[config.mk]
export PLATFORM = sky130hd
export DESIGN_NAME = array_stream_reader
export DESIGN_NICKNAME = d
export VERILOG_FILES = /design/src/rtl/array_stream_reader.sv
export SDC_FILE = /design/constraint.sdc
export NUM_CORES = 1
export LEC_CHECK = 0
export BUFFER_PORTS_ARGS = -buffer_cell sky130_fd_sc_hd__clkbuf_2
export CAP_MARGIN = 20
export CORE_MARGIN = 2
export CORE_UTILIZATION = 48
export DETAILED_ROUTE_END_ITERATION = 8
export MAX_ROUTING_LAYER = met4
export PLACE_DENSITY = 0.75
export SLEW_MARGIN = 20
export SYNTH_ARGS = -nofsm -noshare
export SYNTH_HDL_FRONTEND = slang
export SYNTH_SLANG_ARGS = --single-unit
export TNS_END_PERCENT = 10
[constraint.sdc]
create_clock -name clk -period 2.3 [get_ports clk]
set_clock_uncertainty 0.2 [all_clocks]
set_input_delay 0.46 -clock clk [delete_from_list [all_inputs] [get_ports clk]]
set_output_delay 0.46 -clock clk [all_outputs]
set_load 0.05 [all_outputs]
[src/rtl/array_stream_reader.sv]
// Streams RAM words 0..last (inclusive) out on a valid/ready interface through a 2-entry buffer.
// Optional feature macro SIZE_HEADER_EN: prefixes each pass with a header beat carrying `last`.
module array_stream_reader #(
  parameter int ADDR_WIDTH = 8,
  parameter int WORD_SIZE  = 16
) (
  input  logic                  clk,
  input  logic                  resetn,
  input  logic                  start,
  input  logic [ADDR_WIDTH-1:0] length,
  output logic                  re,
  output logic [ADDR_WIDTH-1:0] raddr,
  input  logic [WORD_SIZE-1:0]  rdata,
  output logic [WORD_SIZE-1:0]  out_data,
  output logic                  out_valid,
  input  logic                  out_ready,
  output logic                  out_last,
  output logic                  busy,
  output logic                  done
);

  // state   | meaning
  // S_IDLE  | waiting for start
  // S_HDR   | pushing the size header beat (SIZE_HEADER_EN only)
  // S_READ  | issuing RAM reads while credit allows
  // S_DRAIN | all reads issued; waiting for buffer and in-flight read to empty
`ifdef SIZE_HEADER_EN
  typedef enum logic [1:0] {S_IDLE, S_HDR, S_READ, S_DRAIN} state_t;
`else
  typedef enum logic [1:0] {S_IDLE, S_READ, S_DRAIN} state_t;
`endif

  state_t                state, state_nxt;
  logic [ADDR_WIDTH-1:0] last_q;
  logic                  inflight, inflight_last;
  logic [WORD_SIZE-1:0]  buf_data [2];
  logic                  buf_last [2];
  logic [1:0]            buf_cnt;
  logic [1:0]            cnt;
  logic                  pop, credit, hdr_push, push, push_last;
  logic [WORD_SIZE-1:0]  push_data;

  assign out_valid = (buf_cnt != 2'd0);
  assign out_data  = buf_data[0];
  assign out_last  = out_valid && buf_last[0];
  assign pop       = out_valid && out_ready;
  assign cnt       = buf_cnt + {1'b0, inflight};
  // A full pipeline may still accept a new entry when a beat leaves in the same cycle.
  assign credit    = (cnt != 2'd2) || pop;

`ifdef SIZE_HEADER_EN
  logic [WORD_SIZE-1:0] hdr_word;

  generate
    if (WORD_SIZE < ADDR_WIDTH) begin : g_hdr_width_check
      $error("array_stream_reader: WORD_SIZE must be >= ADDR_WIDTH when SIZE_HEADER_EN is defined");
    end
  endgenerate

  always_comb begin
    hdr_word = '0;
    hdr_word[ADDR_WIDTH-1:0] = last_q;
  end

  assign push_data = inflight ? rdata : hdr_word;
`else
  assign push_data = rdata;
`endif

  assign push      = inflight || hdr_push;
  assign push_last = inflight && inflight_last;

  always_comb begin
    state_nxt = state;
    re        = 1'b0;
    hdr_push  = 1'b0;
    done      = 1'b0;
    case (state)
      S_IDLE: begin
        if (start) begin
`ifdef SIZE_HEADER_EN
          state_nxt = S_HDR;
`else
          state_nxt = S_READ;
`endif
        end
      end
`ifdef SIZE_HEADER_EN
      S_HDR: begin
        if (credit) begin
          hdr_push  = 1'b1;
          state_nxt = S_READ;
        end
      end
`endif
      S_READ: begin
        re = credit;
        if (credit && (raddr == last_q)) state_nxt = S_DRAIN;
      end
      S_DRAIN: begin
        if ((buf_cnt == 2'd0) && !inflight) begin
          done      = 1'b1;
          state_nxt = S_IDLE;
        end
      end
      default: state_nxt = S_IDLE;
    endcase
  end

  // busy falls together with the done pulse, while the state still blocks a new start.
  assign busy = (state != S_IDLE) && !done;

  always_ff @(posedge clk) begin
    if (!resetn) begin
      state         <= S_IDLE;
      last_q        <= '0;
      raddr         <= '0;
      inflight      <= 1'b0;
      inflight_last <= 1'b0;
      buf_cnt       <= 2'd0;
      for (int i = 0; i < 2; i++) begin
        buf_data[i] <= '0;
        buf_last[i] <= 1'b0;
      end
    end else begin
      state         <= state_nxt;
      inflight      <= re;
      inflight_last <= re && (raddr == last_q);

      if ((state == S_IDLE) && start) begin
        last_q <= length;
        raddr  <= '0;
      end else if (re) begin
        raddr  <= raddr + ADDR_WIDTH'(1);
      end

      case ({push, pop})
        2'b10: begin
          if (buf_cnt == 2'd0) begin
            buf_data[0] <= push_data;
            buf_last[0] <= push_last;
          end else begin
            buf_data[1] <= push_data;
            buf_last[1] <= push_last;
          end
          buf_cnt <= buf_cnt + 2'd1;
        end
        2'b01: begin
          buf_data[0] <= buf_data[1];
          buf_last[0] <= buf_last[1];
          buf_cnt     <= buf_cnt - 2'd1;
        end
        2'b11: begin
          if (buf_cnt == 2'd1) begin
            buf_data[0] <= push_data;
            buf_last[0] <= push_last;
          end else begin
            buf_data[0] <= buf_data[1];
            buf_last[0] <= buf_last[1];
            buf_data[1] <= push_data;
            buf_last[1] <= push_last;
          end
        end
        default: ;
      endcase
    end
  end

endmodule

-- Word level (Yosys, flattened, before mapping)
Memories as Yosys holds them, arrays and structs flattened.
Cells that the tools add are included.
- $add $sub $neg: 4
- $mul: 0
- div/mod/pow operators: 0
- magnitude comparators: 0
- equality and inequality tests: 11
- shifts and indexed selects: 0
- multiplexer cells: 40
- bitwise gates (word level): 13
- reductions and logical operators: 18
- operator list (cell ; number):
    16-bit 2-to-1 mux ; 6
    1-bit 2-to-1 mux ; 29
    1-bit bitwise OR ; 12
    8-bit by 1-bit adder with 8-bit output, second input constant ; 1
    8-bit == test ; 1
    1-bit logical AND ; 8
    2-bit != test, second input constant ; 4
    2-bit by 1-bit == test with 1-bit output, second input constant ; 3
    2-bit == test, second input constant ; 3
    2-bit 2-to-1 mux ; 3
    2-bit one-hot mux with 3 select lines ; 1
    2-bit nonzero test ; 3
    2-bit logical NOT ; 2
    2-bit one-hot mux with 2 select lines ; 1
    3-bit AND reduction ; 1
    2-bit by 1-bit adder with 2-bit output ; 1
    2-bit by 1-bit adder with 2-bit output, second input constant ; 1
    1-bit logical NOT ; 2
    2-bit OR reduction ; 1
    2-bit by 1-bit subtractor with 2-bit output, second input constant ; 1
    1-bit logical OR ; 1
    1-bit inverter ; 1
- register bits: 22
- latch bits: 0
- memory bits (writable): 34
- ROM bits: 0
- bits of input ports: 28
- output and inout port bits: 29
- word-level logic and storage cells: 94
- memories kept: 2
- memory list (memory ; depth ; bits a word ; rd ports ; clocked after Yosys merged registers in ; wr ports ; line ; source):
    buf_data ; 2 ; 16 ; 2 ; 0 ; 2 ; 36 ; logic [WORD_SIZE-1:0] buf_data [2];
    buf_last ; 2 ; 1 ; 2 ; 0 ; 2 ; 37 ; logic buf_last [2];

-- Longest topological paths before layout
Gate-level depths: netlist of run 1.
- word-level depth: 10
- gate-level depth with buffers: 10
- depth with buffers taken out: 9

-- Worst setup path after synthesis of run 1
No wires, ideal clock.
- path type: reg-to-output
- start: reg buf_cnt[1]
- end: out done
- data arrival time: 2.362 ns
- data required time: 1.640 ns
- slack: -0.722 ns
- cell stages (with the launch flop): 5
- buffers on the path: 0
- cells stage by stage: dfxtp_1 inv_1 ha_1 inv_1 nor4_1
- longest elaborated chain between the ends: 4
- ends and longest elaborated chain (what ; line ; source):
    start: declaration ; 38 ; logic [1:0] buf_cnt;
    start signal: assignment ; 146 ; buf_cnt <= buf_cnt + 2'd1;
    start signal: assignment ; 151 ; buf_cnt <= buf_cnt - 2'd1;
    2-bit logical NOT ; 101 ; if ((buf_cnt == 2'd0) && !inflight) begin
    1-bit logical AND ; 101 ;
    1-bit 2-to-1 mux ; 101 ;
    1-bit 2-to-1 mux ; 78 ; case (state)
    end: declaration ; 19 ; output logic done
No other way between the ends.

-- Worst setup path after layout of run 1
- start: reg buf_cnt[1]
- end: out re
- longest elaborated chain between the ends: 4
- elaborated cells on any way between the ends: 6
- those cells by class: add/sub (1); eq/ne (1); mux (1); reduce/logical (3)
- ends and longest elaborated chain (what ; line ; source):
    2-bit by 1-bit adder with 2-bit output or 2-bit nonzero test (tied branches) ; 47, 43 ;
    2-bit != test or 1-bit logical AND (tied branches) ; 49, 46 ;
    1-bit logical OR (*) ; 49 ; assign credit = (cnt != 2'd2) || pop;
    1-bit 2-to-1 mux (*) ; 78 ;
    end: declaration ; 11 ; output logic re,
Mark *: on every way between the ends. The rest lies on a longest branch, timed or not.

==> results of run 1 <==
worst max-delay path: stages, from the launching register on:
cell and delay (ns):
dfxtp_1 0.32, inv_1 0.08, ha_2 0.19, nor2b_2 0.06
buf_4 0.14, o31ai_2 0.23, buf_6 0.13, inv_1 0.04
clkbuf_8 0.17
layout make-up:
class,count,share of cell area (%)
sequential,56,47.1
multi-input combinational,134,31.7
timing repair buffer,73,14.0
tap,70,2.82
clock buffer,5,2.21
clock inverter,3,1.21
inverter,8,0.966
cells in the mapped netlist, drive strengths merged, types with 7 or more instances:
cell	number	area [sq um]
edfxtp	34	1020
dfxtp	22	440
buf	20	143
nor2	19	71.3
a22o	16	140
and2	16	100
xnor2	9	78.8
a21oi	8	40.0
inv	8	30.0
mux2i	8	80.1
ha	7	87.6
nand3	7	35.0
kinds of logic (layout without fill, tap and decap cells):
logic type / Yosys count / in the layout / synth area share (%)
buffers and inverters: 30 / 89 / 7.00
multiplexers: 8 / 8 / 3.11
AND/OR/NAND/NOR: 70 / 70 / 14.7
flip-flops: 56 / 56 / 56.8
XOR/XNOR: 13 / 13 / 4.42
AO/OA/AOI/OAI: 36 / 36 / 10.6
adder cells (fa/ha/maj): 7 / 7 / 3.40
cell usage in the layout (no fill, tap or decap), types with 2 or more instances in the layout:
cell type	n
nor2b_1	2
or4_1	3
xnor2_1	9
nand2b_1	3
ha_1	5
o21ai_0	2
nor4_1	3
and2_1	16
buf_4	15
clkbuf_8	6
nor3b_1	2
o31ai_1	3
xor2_1	4
or3_1	2
clkinv_1	2
nand4_1	3
dfxtp_1	21
a22o_1	16
mux2i_1	8
nand3_1	6
a21oi_1	8
edfxtp_1	34
nor3_1	2
nor2_1	17
clkbuf_2	54
nand2_1	4
inv_1	7
state kept, by name (all words and copies together), names as in the netlist:
register       flops
inflight_last      1
raddr              8
state              2
inflight           1
buf_cnt            2
buf_last           2
buf_data          32
last_q             8
power groups by stage:
stage                     Sequential [uW]  Combinational [uW]  Clock [uW]
after global routing                 1410                1430         666
after detailed placement             1420                1290           0
after CTS                            1400                1330         618
after global placement               1410                1260           0
final                                1400                1330         610
after floorplan                      1420                1050           0
how the worst min path moves through the flow:
stage,startpoint,endpoint,slack [ns]
after CTS,length[7],last_q[7],0.18
after floorplan,state[1],state[0],0.28
after global placement,last_q[3],last_q[3],0.29
after detailed placement,raddr[7],raddr[7],0.30
final,length[7],last_q[7],0.19
after global routing,length[7],last_q[7],0.19
what timing repair did:
action	CTS	global route
setup endpoints to repair	52	30
gates resized for setup	9	3
buffers inserted	1	0
pin swaps	1	0
metrics by stage:
stage	hold slack [ns]	total power, uW	setup slack [ns]	instances
CTS	0.184	3350	-0.0272	349
finish	0.187	3330	-0.0175	349
global route	0.188	3500	-0.0745	349
detailed placement	0.304	2710	-0.351	340
global placement	0.294	2670	-0.274	340
floorplan	0.282	2470	-0.0309	220
layer usage:
metal,part of all wire (%),up-vias
met5,0,-
met4,0.93,0
met3,5.3,4
met2,49,51
met1,45,803
li1,-,903
==> results.cfg, run 1 <==
[yosys]
syn-num-nets = 255
ys_ff_latch = 56
yosys_warnings = 0
netlist_area_sq_um = 2570
async_flop_share_pct = 0
synth-main-ff-cell = edfxtp_1
syn_inst = 220
synth_cell_types = 37
synth-seq-area-share_pct = 56.8
synth_edf_count = 34
syn_area_per_cell_sq_um = 11.7

[pwr]
leakage_uw = 0.00128
pwr_density_cell_nw_per_um2 = 1070
combPwrFrac_pct = 39.8
p_seq_share_pct = 41.9
sw_frac_of_total_pct = 38.3
internal-power_uw = 2060
irDropWorstVdd_uv = 415
clkPwrFrac_pct = 18.3
p_switching_uw = 1280

[finish]
final_core_util_pct = 60.5
drive_gt1_share_pct = 32.3
layout-area-overhead-vs-synth_pct = 20.7
antennaDiodeCount = 0
fin_area_sq_um = 3110
multi_input_comb_area_sq_um = 986
ff_latch_area_sq_um = 1460
fill_cells = 460
nNetsFinal = 313

[placed_design]
place_congestion = 0.816
portBuffers = 56
hpwl_microns = 3420
placed_area_sq_um = 2950

[run_status]
violations = setup timing
status = complete, but fails checks

[clocking]
clk_pin_slew_ns = 0.09
cts_buffers = 5
cts_max_level = 2
insertion_delay_ns = 0.30
hold_buffers = 0
cts.sinks = 56
clockRootBuffer = clkbuf_8
clock_path_buffers = 2
cts_tree = yes

[timing]
drv_slew = 0
rsz0062_at_grt = yes
fin_ws_ns = -0.0175
worst_pin_slew_ns = 0.473
maxClockFrequency_mhz = 432
timing.slew.headroom_pct = 68.4
setup_viol = 1
layout_worst_path_cycle_share_pct = 101
tns_ns = -0.0175
fin_crit_ns = 2.32
hold_viol = 0

[worst_setup_path]
cp-start-kind = flip-flop
worst_r2r_path_depth = 9
critical_path_required_ns = 1.64
crit_fanout = 4
crit_path_end_kind = output pin
r2r_start = buf_cnt[1]
worstSetupEndpoint = re
crit_arrival_ns = 1.66
critical_path_class = flip-flop to output pin
rr_endpoint = raddr[7]
reg2reg_slack_ns = 0.10
crit_path_start = buf_cnt[1]

[routing]
avgViaCountPerCell = 5.05
detail_route.first_pass.iterations = 4
wirelength_microns = 4640
dr.first_iter.drc_count = 120
ant_nets = 0
num_vias = 1761
wire_per_inst_microns = 13.3
drc_errors = 0

[global_routing]
grt_overflow = 0
grt_use_met1_pct = 20.1
grt_busiest_layer = met2
grt_usage_pct = 16.5
grt_max_degree = 18
grt_pass1_vias = 1637
use_met3_pct = 3.76
use_met2_pct = 27.7
antenna_found_initial = 0
grt_first_pass_wirelength_microns = 7620

[hold_path]
min_path_type = input port to flip-flop
worstHoldPathCells = 3

[floorplan]
fp.dieArea_sq_um = 5970
std_cell_rows = 26
core_sq_um = 5140
top_level_ports = 57
fp.dieH_microns = 77.2
start_util_pct = 50.1
die_w_microns = 77.2

[run]
drv_cap = 0
(Power assumes the default switching activity.)
==> run 2: changes to the inputs <==
--- a/config.mk
+++ b/config.mk
@@ -5,6 +5,7 @@
 export SDC_FILE = /design/constraint.sdc
 export NUM_CORES = 1
 export LEC_CHECK = 0
+export ABC_CLOCK_PERIOD_IN_PS = 2300
 export BUFFER_PORTS_ARGS = -buffer_cell sky130_fd_sc_hd__clkbuf_2
 export CAP_MARGIN = 20
 export CORE_MARGIN = 2
==> constraint.sdc (replaced) <==
create_clock -name clk -period 2.3 [get_ports clk]
set_clock_uncertainty 0.2 [all_clocks]
set_input_delay 0.23 -clock clk [delete_from_list [all_inputs] [get_ports clk]]
set_output_delay 0.23 -clock clk [all_outputs]
set_load 0.05 [all_outputs]
==> run 2 against run 1 <==
Compared with the run above:
- global-route usage is 0.069 points lower
- critical path depth increased by 1
- the run now ends clean
- register-to-register slack hardly changed
- combinational power is essentially flat
- die area is the same
- design area rose by 1.4%
- largest power group unchanged
- wire length shrank 3.4%
- via count up 3.6%
- clock-buffer cell count did not move
- flip-flop and latch count is the same
- non-clock buffer count is 9 higher
==> results.cfg, run 2 (same netlist as run 1, synthesis figures left out) <==
[timing]
hold_ws_ns = 0.0209
layout_worst_path_cycle_share_pct = 95.4
drv_slew = 0
setup_viol = 0
worst_pin_slew_ns = 0.493
hold_viol = 0
maxClockFrequency_mhz = 456
rsz0062_at_grt = yes
timing.slew.headroom_pct = 66.7
fin_crit_ns = 2.19
tns_ns = 0

[global_routing]
grt_max_degree = 19
antenna_found_initial = 0
grt_overflow = 0
grt_first_pass_wirelength_microns = 7580
grt_pass1_vias = 1663
grt_usage_pct = 16.4

[finish]
final_common_cell = clkbuf_2
largest_register_ffs = 32
nNetsFinal = 322
reg.largest.list = buf_data x32, last_q x8, raddr x8
final_core_util_pct = 61.3
final_cell_mix = clkbuf_2, edfxtp_1, dfxtp_1, nor2_1, buf_4
top_register = buf_data
stdcell_count = 358
layout-area-overhead-vs-synth_pct = 22.4
antennaDiodeCount = 0
drive_gt1_share_pct = 31.9
fill_cells = 436

[placed_design]
portBuffers = 56
hpwl_microns = 3370
place_congestion = 0.764
dp_cells = 341

[worst_setup_path]
worstSetupEndpoint = buf_data[0][9]
crit_path_start = buf_cnt[1]
critical_path_class = flip-flop to flip-flop
rr_endpoint = buf_data[0][9]
crit_path_end_kind = flip-flop
crit_arrival_ns = 2.06
worst_r2r_path_depth = 9
critical_path_required_ns = 2.17
cp-start-kind = flip-flop
r2r_start = buf_cnt[1]
reg2reg_slack_ns = 0.11
crit_fanout = 17

[run_status]
status = complete, no violations

[clocking]
cts_setup_buffers = 0
clockRootBuffer = clkbuf_8
clock_path_buffers = 2
insertion_delay_ns = 0.30
cts_buffers = 5
cts_tree = yes
clk_pin_slew_ns = 0.10
cts_max_level = 2
cts.sinks = 56

[routing]
drc_errors = 0
wirelength_microns = 4490
detail_route.first_pass.iterations = 4
avgViaCountPerCell = 5.10
wire_per_inst_microns = 12.5
num_vias = 1825
ant_nets = 0
dr.first_iter.drc_count = 142

[hold_path]
min_path_type = input port to flip-flop

[pwr]
clkPwrFrac_pct = 16.3
pwr_density_cell_nw_per_um2 = 1030
irDropWorstVdd_uv = 411
p_seq_share_pct = 42.9
sw_frac_of_total_pct = 39.6
leakage_uw = 0.00131
p_switching_uw = 1280
combPwrFrac_pct = 40.8
internal-power_uw = 1960

[floorplan]
start_util_pct = 50.1
std_cell_rows = 26
fp.dieArea_sq_um = 5970
die_w_microns = 77.2
fp.dieH_microns = 77.2
top_level_ports = 57
core_sq_um = 5140

[run]
drv_cap = 0
-- run 2: cell types whose count changed in the layout (fill, tap and decap cells not counted), sizes merged --
cell / previous run / this run
buf: 17 / 18
bufinv: 1 / 0
clkbuf: 61 / 60
dlygate4sd3: 0 / 9
inv: 8 / 9
-- run 2: metal layers --
| layer | global-route usage (%) | vias to the layer above | wire length [microns] |
|---|---|---|---|
| met4 | 3.75 | 0 | 39 |
| met5 | - | - | 0 |
| met2 | 28.2 | 56 | 2260 |
| met1 | 19.6 | 848 | 1910 |
| li1 | - | 916 | - |
| met3 | 3.88 | 5 | 284 |
-- run 2: power by group through the flow --
stage                     Combinational [uW]  Sequential, uW  Clock [uW]
after floorplan                         1050            1420           0
after detailed placement                1280            1420           0
final                                   1320            1390         528
after CTS                               1300            1390         544
after global routing                    1420            1410         589
after global placement                  1260            1410           0
-- run 2: worst min-delay path by stage --
| stage | end | cells past startpoint | startpoint | slack (ns) |
|---|---|---|---|---|
| 2_1_floorplan | last_q[0] | 2 | length[0] | 0.18 |
| 6_report | buf_data[0][30] | 2 | rdata[14] | 0.02 |
| 3_5_place_dp | last_q[6] | 3 | length[6] | 0.27 |
| 5_1_grt | buf_data[0][17] | 2 | rdata[1] | 0.02 |
| 3_3_place_gp | last_q[4] | 3 | length[4] | 0.27 |
| 4_1_cts | buf_data[0][30] | 2 | rdata[14] | 0.02 |
-- run 2: repair_timing --
| item | 4_1_cts | 5_1_grt |
|---|---|---|
| gates resized for setup | 2 | 7 |
| hold endpoints to repair | 9 | 0 |
| pin swaps | 1 | 6 |
| hold buffers | 9 | 0 |
| endpoints found under the setup margin | 35 | 45 |
-- run 2: critical path: stages, from the launching register on --
cell     delay [ns]
dfxtp_1        0.34
inv_1          0.05
ha_1           0.20
nor2b_2        0.18
inv_1          0.06
ha_1           0.19
nor3b_1        0.13
a21oi_1        0.21
nor2_4         0.14
a22o_1         0.26
-- run 2: stage by stage --
| step | area (sq um) | setup slack [ns] | power, uW |
|---|---|---|---|
| 2_1_floorplan | 2590 | -0.0309 | 2470 |
| 3_3_place_gp | 2920 | -0.225 | 2660 |
| 3_5_place_dp | 2930 | -0.201 | 2690 |
| 4_1_cts | 3120 | -0.0377 | 3230 |
| 5_1_grt | 3150 | -0.0150 | 3420 |
| 6_report | 3150 | 0.106 | 3240 |
-- run 2: final cells by class --
| class | count | area (sq um) | area share, % |
|---|---|---|---|
| Tap cell | 70 | 87.6 | 2.78 |
| Inverter | 8 | 30.0 | 0.953 |
| Multi-Input combinational cell | 134 | 982 | 31.2 |
| Clock inverter | 3 | 22.5 | 0.715 |
| Timing Repair Buffer | 82 | 498 | 15.8 |
| Sequential cell | 56 | 1460 | 46.4 |
| Clock buffer | 5 | 68.8 | 2.18 |
